--- config.mk ---
export PLATFORM = sky130hd
export DESIGN_NAME = instr_mem_loader
export DESIGN_NICKNAME = d
export VERILOG_FILES = /design/src/rtl/instr_mem_loader_pkg.sv /design/src/rtl/instr_mem_loader_gap_timer.sv /design/src/rtl/instr_mem_loader.sv
export SDC_FILE = /design/constraint.sdc
export NUM_CORES = 1
export LEC_CHECK = 0
export CORE_MARGIN = 2
export CORE_UTILIZATION = 53
export CTS_BUF_LIST = sky130_fd_sc_hd__clkbuf_8
export DETAILED_ROUTE_END_ITERATION = 10
export PLACE_DENSITY = 0.75
export SYNTH_ARGS = -nofsm -noshare
export SYNTH_HDL_FRONTEND = slang
export SYNTH_HIERARCHICAL = 1
export SYNTH_SLANG_ARGS = --single-unit
--- constraint.sdc ---
create_clock -name Clock -period 3.3 [get_ports Clock]
set_input_delay 0.66 -clock Clock [delete_from_list [all_inputs] [get_ports Clock]]
set_output_delay 0.66 -clock Clock [all_outputs]
set_load 0.005 [all_outputs]
--- src/rtl/instr_mem_loader_pkg.sv ---
// Shared types and constants for the instruction-memory byte-stream loader.
package instr_loader_pkg;

  typedef enum logic [2:0] {
    IDLE  = 3'd0,
    LEN   = 3'd1,
    DATA  = 3'd2,
    CHECK = 3'd3,
    DONE  = 3'd4,
    ERR   = 3'd5
  } loader_state_e;

  localparam logic [1:0] ERR_NONE    = 2'b00;
  localparam logic [1:0] ERR_LEN     = 2'b01;
  localparam logic [1:0] ERR_SUM     = 2'b10;
  localparam logic [1:0] ERR_TIMEOUT = 2'b11;

  localparam logic [7:0] SYNC_BYTE_DEFAULT = 8'hA5;

  // A frame is good when the data bytes plus the checksum byte wrap to zero.
  function automatic logic frame_sum_ok(input logic [7:0] sum, input logic [7:0] chk);
    logic [7:0] total;
    total = sum + chk;
    return (total == 8'd0);
  endfunction

endpackage

--- src/rtl/instr_mem_loader_gap_timer.sv ---
// Idle-gap watchdog: counts cycles without a handshake while enabled and
// flags expiry in the cycle that completes TIMEOUT_CYCLES idle cycles.
module loader_gap_timer #(
  parameter int TIMEOUT_CYCLES = 1024
) (
  input  logic clk,
  input  logic resetn,
  input  logic clear,
  input  logic enable,
  output logic expire
);

  localparam int CW = $clog2(TIMEOUT_CYCLES + 1);
  localparam logic [CW-1:0] LAST = CW'(TIMEOUT_CYCLES - 1);

  logic [CW-1:0] count_r;

  // Idle counter; saturates at LAST so a missed expiry never wraps to zero.
  always_ff @(posedge clk) begin
    if (!resetn) begin
      count_r <= {CW{1'b0}};
    end else if (clear) begin
      count_r <= {CW{1'b0}};
    end else if (enable && (count_r != LAST)) begin
      count_r <= count_r + CW'(1);
    end else begin
      count_r <= count_r;
    end
  end

  assign expire = enable && (count_r == LAST);

endmodule

--- src/rtl/instr_mem_loader.sv ---
// Framed byte-stream loader for the 128-byte instruction memory: SYNC, length,
// data, checksum. Holds the CPU while a load is in progress.
module instr_mem_loader
  import instr_loader_pkg::*;
#(
  parameter int         MEM_BYTES      = 128,
  parameter int         ADDR_WIDTH     = 16,
  parameter logic [7:0] SYNC_BYTE      = SYNC_BYTE_DEFAULT,
  parameter int         TIMEOUT_CYCLES = 1024
) (
  input  logic                  Clock,
  input  logic                  ResetN,
  input  logic [7:0]            InByte,
  input  logic                  InValid,
  output logic                  InReady,
  output logic                  MemWrEn,
  output logic [ADDR_WIDTH-1:0] MemWrAddr,
  output logic [7:0]            MemWrData,
  output logic                  CpuHold,
  output logic                  LoadDone,
  output logic                  LoadError,
  output logic [1:0]            ErrorCode
);

  localparam logic [8:0] MAX_LEN = 9'(MEM_BYTES);

  loader_state_e         state_r, state_s;
  logic [7:0]            len_r, len_s;
  logic [7:0]            addr_r, addr_s;
  logic [7:0]            sum_r, sum_s;
  logic                  wr_en_r, wr_en_s;
  logic [ADDR_WIDTH-1:0] wr_addr_r, wr_addr_s;
  logic [7:0]            wr_data_r, wr_data_s;
  logic                  hold_r, hold_s;
  logic                  done_r, done_s;
  logic                  err_r, err_s;
  logic [1:0]            code_r, code_s;

  logic ready_s;
  logic hs_s;
  logic timer_en_s;
  logic timer_clr_s;
  logic expire_s;

  // Per-state decode of stream readiness and gap-timer activity.
  always_comb begin
    ready_s    = 1'b0;
    timer_en_s = 1'b0;
    case (state_r)
      IDLE:              begin ready_s = 1'b1; timer_en_s = 1'b0; end
      LEN, DATA, CHECK:  begin ready_s = 1'b1; timer_en_s = 1'b1; end
      DONE, ERR:         begin ready_s = 1'b0; timer_en_s = 1'b0; end
      default:           begin ready_s = 1'b0; timer_en_s = 1'b0; end
    endcase
  end

  assign hs_s        = InValid & ready_s;
  // Leaving the active states keeps the timer at zero, so entry to LEN starts clean.
  assign timer_clr_s = hs_s | ~timer_en_s;

  loader_gap_timer #(
    .TIMEOUT_CYCLES (TIMEOUT_CYCLES)
  ) u_gap_timer (
    .clk    (Clock),
    .resetn (ResetN),
    .clear  (timer_clr_s),
    .enable (timer_en_s),
    .expire (expire_s)
  );

  // Next-state and next-register values; a handshake always beats timer expiry.
  always_comb begin
    state_s   = state_r;
    len_s     = len_r;
    addr_s    = addr_r;
    sum_s     = sum_r;
    wr_en_s   = 1'b0;
    wr_addr_s = wr_addr_r;
    wr_data_s = wr_data_r;
    hold_s    = hold_r;
    done_s    = 1'b0;
    err_s     = err_r;
    code_s    = code_r;
    case (state_r)
      IDLE: begin
        if (hs_s && (InByte == SYNC_BYTE)) begin
          state_s = LEN;
          hold_s  = 1'b1;
          err_s   = 1'b0;
          code_s  = ERR_NONE;
        end else begin
          state_s = IDLE;
        end
      end
      LEN: begin
        if (hs_s) begin
          if ((InByte == 8'd0) || ({1'b0, InByte} > MAX_LEN)) begin
            state_s = ERR;
            err_s   = 1'b1;
            code_s  = ERR_LEN;
          end else begin
            len_s   = InByte;
            addr_s  = 8'd0;
            sum_s   = 8'd0;
            state_s = DATA;
          end
        end else if (expire_s) begin
          state_s = ERR;
          err_s   = 1'b1;
          code_s  = ERR_TIMEOUT;
        end else begin
          state_s = LEN;
        end
      end
      DATA: begin
        if (hs_s) begin
          wr_en_s   = 1'b1;
          wr_addr_s = ADDR_WIDTH'(addr_r);
          wr_data_s = InByte;
          addr_s    = addr_r + 8'd1;
          sum_s     = sum_r + InByte;
          if ((addr_r + 8'd1) == len_r) begin
            state_s = CHECK;
          end else begin
            state_s = DATA;
          end
        end else if (expire_s) begin
          state_s = ERR;
          err_s   = 1'b1;
          code_s  = ERR_TIMEOUT;
        end else begin
          state_s = DATA;
        end
      end
      CHECK: begin
        if (hs_s) begin
          if (frame_sum_ok(sum_r, InByte)) begin
            state_s = DONE;
            done_s  = 1'b1;
            hold_s  = 1'b0;
          end else begin
            state_s = ERR;
            err_s   = 1'b1;
            code_s  = ERR_SUM;
          end
        end else if (expire_s) begin
          state_s = ERR;
          err_s   = 1'b1;
          code_s  = ERR_TIMEOUT;
        end else begin
          state_s = CHECK;
        end
      end
      DONE:    state_s = IDLE;
      ERR:     state_s = IDLE;
      default: state_s = IDLE;
    endcase
  end

  // State and output registers; reset abandons any frame without touching memory.
  always_ff @(posedge Clock) begin
    if (!ResetN) begin
      state_r   <= IDLE;
      len_r     <= 8'd0;
      addr_r    <= 8'd0;
      sum_r     <= 8'd0;
      wr_en_r   <= 1'b0;
      wr_addr_r <= {ADDR_WIDTH{1'b0}};
      wr_data_r <= 8'd0;
      hold_r    <= 1'b0;
      done_r    <= 1'b0;
      err_r     <= 1'b0;
      code_r    <= ERR_NONE;
    end else begin
      state_r   <= state_s;
      len_r     <= len_s;
      addr_r    <= addr_s;
      sum_r     <= sum_s;
      wr_en_r   <= wr_en_s;
      wr_addr_r <= wr_addr_s;
      wr_data_r <= wr_data_s;
      hold_r    <= hold_s;
      done_r    <= done_s;
      err_r     <= err_s;
      code_r    <= code_s;
    end
  end

  assign InReady   = ready_s;
  assign MemWrEn   = wr_en_r;
  assign MemWrAddr = wr_addr_r;
  assign MemWrData = wr_data_r;
  assign CpuHold   = hold_r;
  assign LoadDone  = done_r;
  assign LoadError = err_r;
  assign ErrorCode = code_r;

endmodule
==> results of run 1 <==
-- worst max-delay path by stage --
stage	start	end	slack, ps	depth (start not counted)
after floorplan	InByte[0]	ErrorCode[0]	640	8
after global placement	InByte[0]	ErrorCode[0]	3	9
after detailed placement	InByte[0]	ErrorCode[0]	-30	9
after CTS	InByte[0]	ErrorCode[0]	330	9
after global routing	InByte[0]	ErrorCode[0]	160	9
final	InByte[0]	ErrorCode[0]	300	9
-- flip-flops by register name, summed over array words and instances (netlist names) --
signal               cells
LoadDone                 1
addr_r                   8
ErrorCode                2
LoadError                1
MemWrData                8
CpuHold                  1
len_r                    8
u_gap_timer/count_r     11
MemWrEn                  1
sum_r                    8
state_r                  3
MemWrAddr                8
-- critical path, cell delays in order --
cell             delay [ps]
clkdlybuf4s50_1         440
ha_1                    240
fa_1                    410
xor2_1                  190
or4_1                   430
a21oi_1                 190
nor4b_4                 340
a31oi_2                 170
mux2i_1                 150
-- per-stage QoR --
stage	total power, mW	cell area, um^2	setup TNS, ps
CTS	1.44	3830	0
floorplan	0.786	3230	0
finish	1.43	3830	0
detailed placement	0.814	3640	-59.8
global route	1.48	3830	0
global placement	0.813	3640	0
-- cells in the mapped netlist, types with 2 or more instances --
cell type / instances
mux2i_1: 10
nor2b_1: 5
clkbuf_1: 12
or4_1: 3
a21oi_1: 29
a41o_1: 2
o2111ai_1: 2
buf_4: 9
nor2_1: 48
a32oi_1: 2
a211oi_1: 4
a31oi_1: 11
nand3_1: 8
buf_2: 2
nor3_1: 9
or2_2: 3
o21a_1: 3
xnor2_1: 7
or3_1: 4
inv_1: 6
nand2_1: 57
o31ai_1: 4
and3_1: 5
nor3b_1: 3
o21ai_0: 20
a22oi_1: 8
o22ai_1: 2
ha_1: 9
nand4_1: 5
xor2_1: 10
dfxtp_1: 60
nand2b_1: 4
-- power breakdown --
part	switching (mW)	total [mW]	internal [mW]	leakage [nW]
clock	0.296	0.626	0.330	0.0982
combinational	0.0456	0.0750	0.0294	0.788
sequential	0.000221	0.724	0.724	0.483
total	0.342	1.43	1.08	1.37
-- cells by family (layout without fill, tap and decap cells) --
family / Yosys count / in the layout / share of synthesized area, %
muxes: 10 / 10 / 3.13
buffers and inverters: 30 / 69 / 4.69
DFF: 60 / 60 / 37.5
xor gates and xnor gates: 17 / 17 / 4.65
adders and majority gates: 10 / 10 / 4.15
and+or+nand+nor: 168 / 168 / 26.1
other: 1 / 8 / 0.117
AOI/OAI and AO/OA: 99 / 99 / 19.6
-- final cells by class --
cell class	instances	area [um^2]	area share (%)
clock buffers	12	165	4.31
clock inverters	4	22.5	0.588
inverters	6	22.5	0.588
multi-input cells	312	1880	49.0
flip-flops and latches	60	1200	31.4
well taps	75	93.8	2.45
repair buffers	47	448	11.7
-- routing by layer --
layer / routed length, um / vias to the layer above
met5: 0 / -
met4: 153 / 0
met3: 378 / 13
met2: 3450 / 86
met1: 3630 / 1364
li1: - / 1481
==> results summary, run 1 <==
The average cell area after synthesis is between 8 and 9 um^2. The met2 layer usage reported by global route is about 40%. The number of cells traversed by the worst register-to-register path is 8. The busiest metal layer after global routing is met2. The path with the worst hold slack has its endpoint at MemWrAddr[3]. Entering global routing, the biggest net connects 32 pins. Data on the critical path is required at its endpoint by ~3500 ps. The routed wire length came out at 7610 um. The kind of launch point of the worst setup path is a primary input. The number of max-slew violations in the final report is 0. The clock net sink count is 60. The share of synthesized flip-flops with an asynchronous set or reset came out at 0%. The initial antenna violation count is 0. The post-synthesis instance total came out at slightly below 400.

In this run the worst path has a maximum fanout of 5. The met1 demand-to-capacity share in global routing is between 30 and 40%. The post-cts gate resize count came out at 0.

The most common cell after layout, fill and taps aside is dfxtp_1. The via count of the first global-routing pass is 2,762. The netlist area before placement came out at about 0.0032 mm^2. In the finished design, the share of the clock period the worst path needs comes to roughly nine tenths. Along the worst hold path, the cell count comes to 2. The routability congestion estimate is 0.938. The area added between synthesis and finish is 19.7%. The antenna diode instance count came out at 0. The hold violation total from the final report came out at 0.

The placed wire-length estimate after detailed placement is approximately 5300 um. The number of setup buffers added after CTS came out at 0. The achievable frequency is 334 MHz. The setup clock skew after layout came out at roughly 11 ps. Of the synthesized area, sequential elements account for between 30% and 40%. The final cell count without fillers is slightly above 500. After detailed routing, the number of vias per cell comes to 5.71.

The final number of setup-violating endpoints came out at 0. After clock tree synthesis, the clock-pin slew on the worst setup and hold paths is around 70 ps. The buffer type at the clock tree root is clkbuf_8. The reported leakage power came out at 1.37 nW.

Summing over every cut layer, the via total after detailed routing is between 2,000 and 3,000. 42 I/O pins were placed. The worst register-to-register path ends at ErrorCode[0].

The post-route minimum period is approximately 3000 ps. The final antenna-violating net count is 0. The class of the worst hold path is register to register. The height of the die came out at slightly above 80 um. The fraction of final layout cells sized beyond drive strength 1 is under 10%.

The minimum setup slack among reg-to-reg paths came out at a little under 800 ps. The portion of synthesized cell area occupied by the leading cell type came out at a little under two fifths. The starting density of the core came out at 54.4%. The number of warnings reported in the yosys synthesis log came out at 6.

At the worst endpoint, the arrival time is ~3200 ps. In this run the critical register-to-register path is launched from sum_r[0]. The distinct cell type count after synthesis came out at 61. The worst-case hold slack came out at ~460 ps.

In the layout the commonest cells are dfxtp_1, nand2_1, nor2_1, clkdlybuf4s50_1, a21oi_1. Cells fill between 60% and 70% of the core in the end. The critical path is of the primary input to register type. The H-tree level count came out at 3. The starting DRC count in detailed routing is 148. The worst-case vdd ir drop came out at between 0.0002 and 0.00025 V.

The placeable core area came out at between 0.005 and 0.006 mm^2. Buffers placed on the I/O ports in this run total 33. The synthesized design spends more area on one cell type than any other, namely dfxtp_1. At the end of the flow, the number of nets in the layout was between 400 and 500. The measured slew at the worst slew-check pin is about 640 ps. The width of the die is 81.7 um.

The most used flip-flop cell after synthesis is dfxtp_1. The met3 usage in global routing is between 4 and 5%. For this design the ratio of total power to cell area is 372 mW/mm^2.

The first-pass GRT wire length came out at roughly 13,000 um. TritonCTS created 9 clock buffers. STA classifies the critical path endpoint as a register. TritonCTS built the clock tree.

The total grt overflow is 0. The final worst setup slack came out at just over 300 ps. The number of cells in the design after placement is 500.

The first-pass detailed-route iteration total came out at 5. The final-layout fill cell count is 535. The combined global-route utilization of all metal layers is between 20% and 30%. After synthesis the netlist holds a flip-flop and latch count of 60. The clock latency reported for the late side of the worst-skew pair came out at between 300 and 400 ps. The routed wire length per instance is 14.7 um. The number of buffers on the longest clock path is 2.

In this run, post-CTS hold repair placed 0 buffers. The full die area came out at approximately 0.0067 mm^2. The worst hold path begins at MemWrAddr[3]. The run finished with clean final reports. The floorplan row count came out at 28. By area the synthesized netlist is led by dfxtp_1, nand2_1, nor2_1. In this run the tightest slew margin relative to its limit is roughly 57%.

The number of enable-type register cells in the synthesized netlist is 0. At the placement stage, the worst setup path has a slack of -30.4 ps. The number of maximum-capacitance constraint violations came out at 0.

The DRC violation count after routing is 0. Setup repair after global routing left no endpoint under its margin.
(Power assumes the default switching activity.)
==> run 2: changes to the inputs <==
--- a/config.mk
+++ b/config.mk
@@ -9,7 +9,7 @@
 export CORE_UTILIZATION = 53
 export CTS_BUF_LIST = sky130_fd_sc_hd__clkbuf_8
 export DETAILED_ROUTE_END_ITERATION = 10
-export PLACE_DENSITY = 0.75
+export PLACE_DENSITY_LB_ADDON = 0.05
 export SYNTH_ARGS = -nofsm -noshare
 export SYNTH_HDL_FRONTEND = slang
 export SYNTH_HIERARCHICAL = 1
==> results summary, run 2 (synthesis gave the netlist of run 1 again) <==
The area added between synthesis and finish is 19.9%. The total CTS buffers came out at 9 (unchanged). The fraction of final layout cells sized beyond drive strength 1 came to 9.32% (-0.43 points).

The maximum number of pins on one net before global-route repair is 32 (unchanged). The run finished with clean final reports. The worst hold path begins at MemWrData[6]. The antenna diode instance count came out at 0 (unchanged). The number of buffers on the longest clock path came out at 2 (unchanged). The library cell used most frequently in the layout, excluding fill and tap cells, is dfxtp_1.

The endpoint identified for the worst register-to-register timing path is state_r[0]. The placed wire-length estimate after detailed placement was 5400 um (+0.92%). The final worst setup slack came to 281 ps (-21.1 ps). The part of the cycle the worst path needs is 91.5% (+0.64 points). Setup repair after global routing left no endpoint under its margin. The combined global-route utilization of all metal layers came out at 24.8% (+0.064 points).

The routability congestion estimate came to 0.872 (-7.0%). The clock latency reported for the late side of the worst-skew pair is 330 ps (-20 ps). The floorplan row count was 28 (unchanged). The clock net sink count came out at 60 (unchanged). The routed wire length per instance is 14.8 um (+0.73%). The worst-case hold slack is 456 ps (+0.246 ps). The number of cells traversed by the worst register-to-register path came out at 12 (+4). The hold violation total from the final report is 0 (unchanged).

The switching share of power is 22.4% (-1.6 points). The final cell count without fillers is 515 (-0.19%). The total of hold buffers inserted after clock tree synthesis came to 0 (unchanged).

The part of the power in registers was 49.4% (-1.4 points). The number of setup buffers added after CTS came to 0 (unchanged). The total power density per cell area is 382 mW/mm^2 (+2.7%). The DRC violation count after routing came to 0 (unchanged). The post-cts gate resize count came to 0 (unchanged). TritonCTS built the clock tree. The starting DRC count in detailed routing was 222 (+50%). The routed wire length came out at 7650 um (+0.54%).

The maximum net fanout on the critical path is 5 (unchanged). The relative slew slack is 60.0% (+3.0 points). The reported leakage power came out at 1.37 nW (+0.31%). The number of maximum-capacitance constraint violations came out at 0 (unchanged). The count of input and output buffers came to 33 (unchanged).

The data arrival time of the critical path was 3240 ps (about the same). The first-pass detailed-route iteration total came out at 5 (unchanged). The flip-flop count of the largest register after layout came out at 11 (unchanged). The worst hold path terminates at MemWrData[6]. The measured slew at the worst slew-check pin is 598 ps (-45.2 ps). The starting density of the core came out at 54.4% (unchanged). The part of the power in combinational logic is 5.2% (about the same).

The worst setup path is launched from a primary input. The setup clock skew after layout is 7.71 ps (-3.22 ps). The achievable frequency came out at 331 MHz (-0.70%). The final number of setup-violating endpoints came out at 0 (unchanged). The width of the die is 81.7 um (unchanged). The H-tree level count is 3 (unchanged). STA classifies the critical path endpoint as a register. The number of cells in the design after placement came to 499 (-0.20%). The total power of the final layout was 1.47 mW (+2.9%).

The worst setup path is of the primary input to register kind. The startpoint identified for the worst register-to-register timing path is state_r[1]. The I/O pin total is 42 (unchanged). The worst-case vdd ir drop came out at 0.000320 V (+30%). The initial antenna violation count was 0 (unchanged). The worst hold path belongs to the class register to register.

The total grt overflow is 0 (unchanged). The total via count after detailed routing is 2,960 (+0.54%). The minimum setup slack among reg-to-reg paths came out at 720 ps (-60 ps). The final-layout fill cell count is 526 (-1.7%). The via count of the first global-routing pass is 2,676 (-3.1%). The full die area came out at 0.00667 mm^2 (unchanged). The height of the die came to 81.7 um (unchanged). The register with the most flip-flops is u_gap_timer/count_r.

The net switching power figure came out at 0.328 mW (-4.0%). The critical path required time came out at 3520 ps (about the same). The via count normalized by instance count was 5.75 (+0.74%). The fraction of power consumed by the clock network was 45.4% (+1.5 points).

The clock-pin transition on the worst setup and hold timing paths came out at 70 ps (about the same). The hold path depth came out at 2 (unchanged). The first-pass GRT wire length is 12,700 um (unchanged). The final layout net count is 456 (-0.22%). The placement-stage worst setup slack was -24.7 ps (+5.75 ps).

The number of max-slew violations in the final report was 0 (unchanged). The final antenna-violating net count is 0 (unchanged). The placeable core area came out at 0.00589 mm^2 (unchanged). In the layout the commonest cells are dfxtp_1, nand2_1, nor2_1, clkdlybuf4s50_1, a21oi_1.

The cell-internal power is 1.14 mW (+5.0%). The buffer type at the clock tree root is clkbuf_8. The post-route minimum period is 3020 ps (+21.1 ps).
-- run 2: critical path: stages --
cell             delay (ps)
clkdlybuf4s50_1         430
ha_1                    240
fa_1                    410
xor2_1                  190
or4_1                   430
a21oi_1                 210
nor4b_4                 360
a31oi_2                 170
mux2i_1                 140
-- run 2: power by group through the flow --
stage | logic [mW] | clock network (mW) | registers [mW]
after floorplan | 0.0454 | 0 | 0.741
after global placement | 0.0732 | 0 | 0.741
after detailed placement | 0.0742 | 0 | 0.741
after CTS | 0.0749 | 0.682 | 0.724
after global routing | 0.0834 | 0.705 | 0.724
final | 0.0758 | 0.666 | 0.724
-- run 2: metrics by stage --
step	TNS, ps	instance area (um^2)	utilization [%]
finish	0	3840	65.2
CTS	0	3840	65.2
global placement	0	3630	61.8
detailed placement	-47.2	3630	61.8
global route	0	3840	65.2
floorplan	0	3230	-
-- run 2: final cells by class --
class / instances / area (um^2) / area share [%]
Clock buffer: 11 / 151 / 3.95
Tap cell: 75 / 93.8 / 2.45
Sequential cell: 60 / 1200 / 31.3
Timing Repair Buffer: 46 / 440 / 11.5
Clock inverter: 5 / 51.3 / 1.34
Multi-Input combinational cell: 312 / 1880 / 48.9
Inverter: 6 / 22.5 / 0.587
-- run 2: worst max-delay path by stage --
stage | slack, ps | from | to
after floorplan | 640 | InByte[0] | ErrorCode[0]
after global placement | 30 | InByte[0] | ErrorCode[1]
after detailed placement | -20 | InByte[0] | ErrorCode[1]
after CTS | 310 | InByte[0] | ErrorCode[1]
after global routing | 140 | InByte[0] | ErrorCode[1]
final | 280 | InByte[0] | ErrorCode[0]
-- run 2: layer usage --
layer  global-route usage [%]  part of all wire, %  routed length [um]
met2                     41.1                   47                3600
met3                     4.40                  5.2                 395
met4                     9.50                  1.3                 103
met1                     32.3                   46                3540
met5                        0                    0                   0
==> run 3: changes to the inputs <==
--- a/config.mk
+++ b/config.mk
@@ -10,6 +10,7 @@
 export CTS_BUF_LIST = sky130_fd_sc_hd__clkbuf_8
 export DETAILED_ROUTE_END_ITERATION = 10
 export PLACE_DENSITY_LB_ADDON = 0.05
+export SKIP_CTS_REPAIR_TIMING = 1
 export SYNTH_ARGS = -nofsm -noshare
 export SYNTH_HDL_FRONTEND = slang
 export SYNTH_HIERARCHICAL = 1
==> results of run 3 <==
The final DEF is identical to that of run 2; final timing and power are the same.
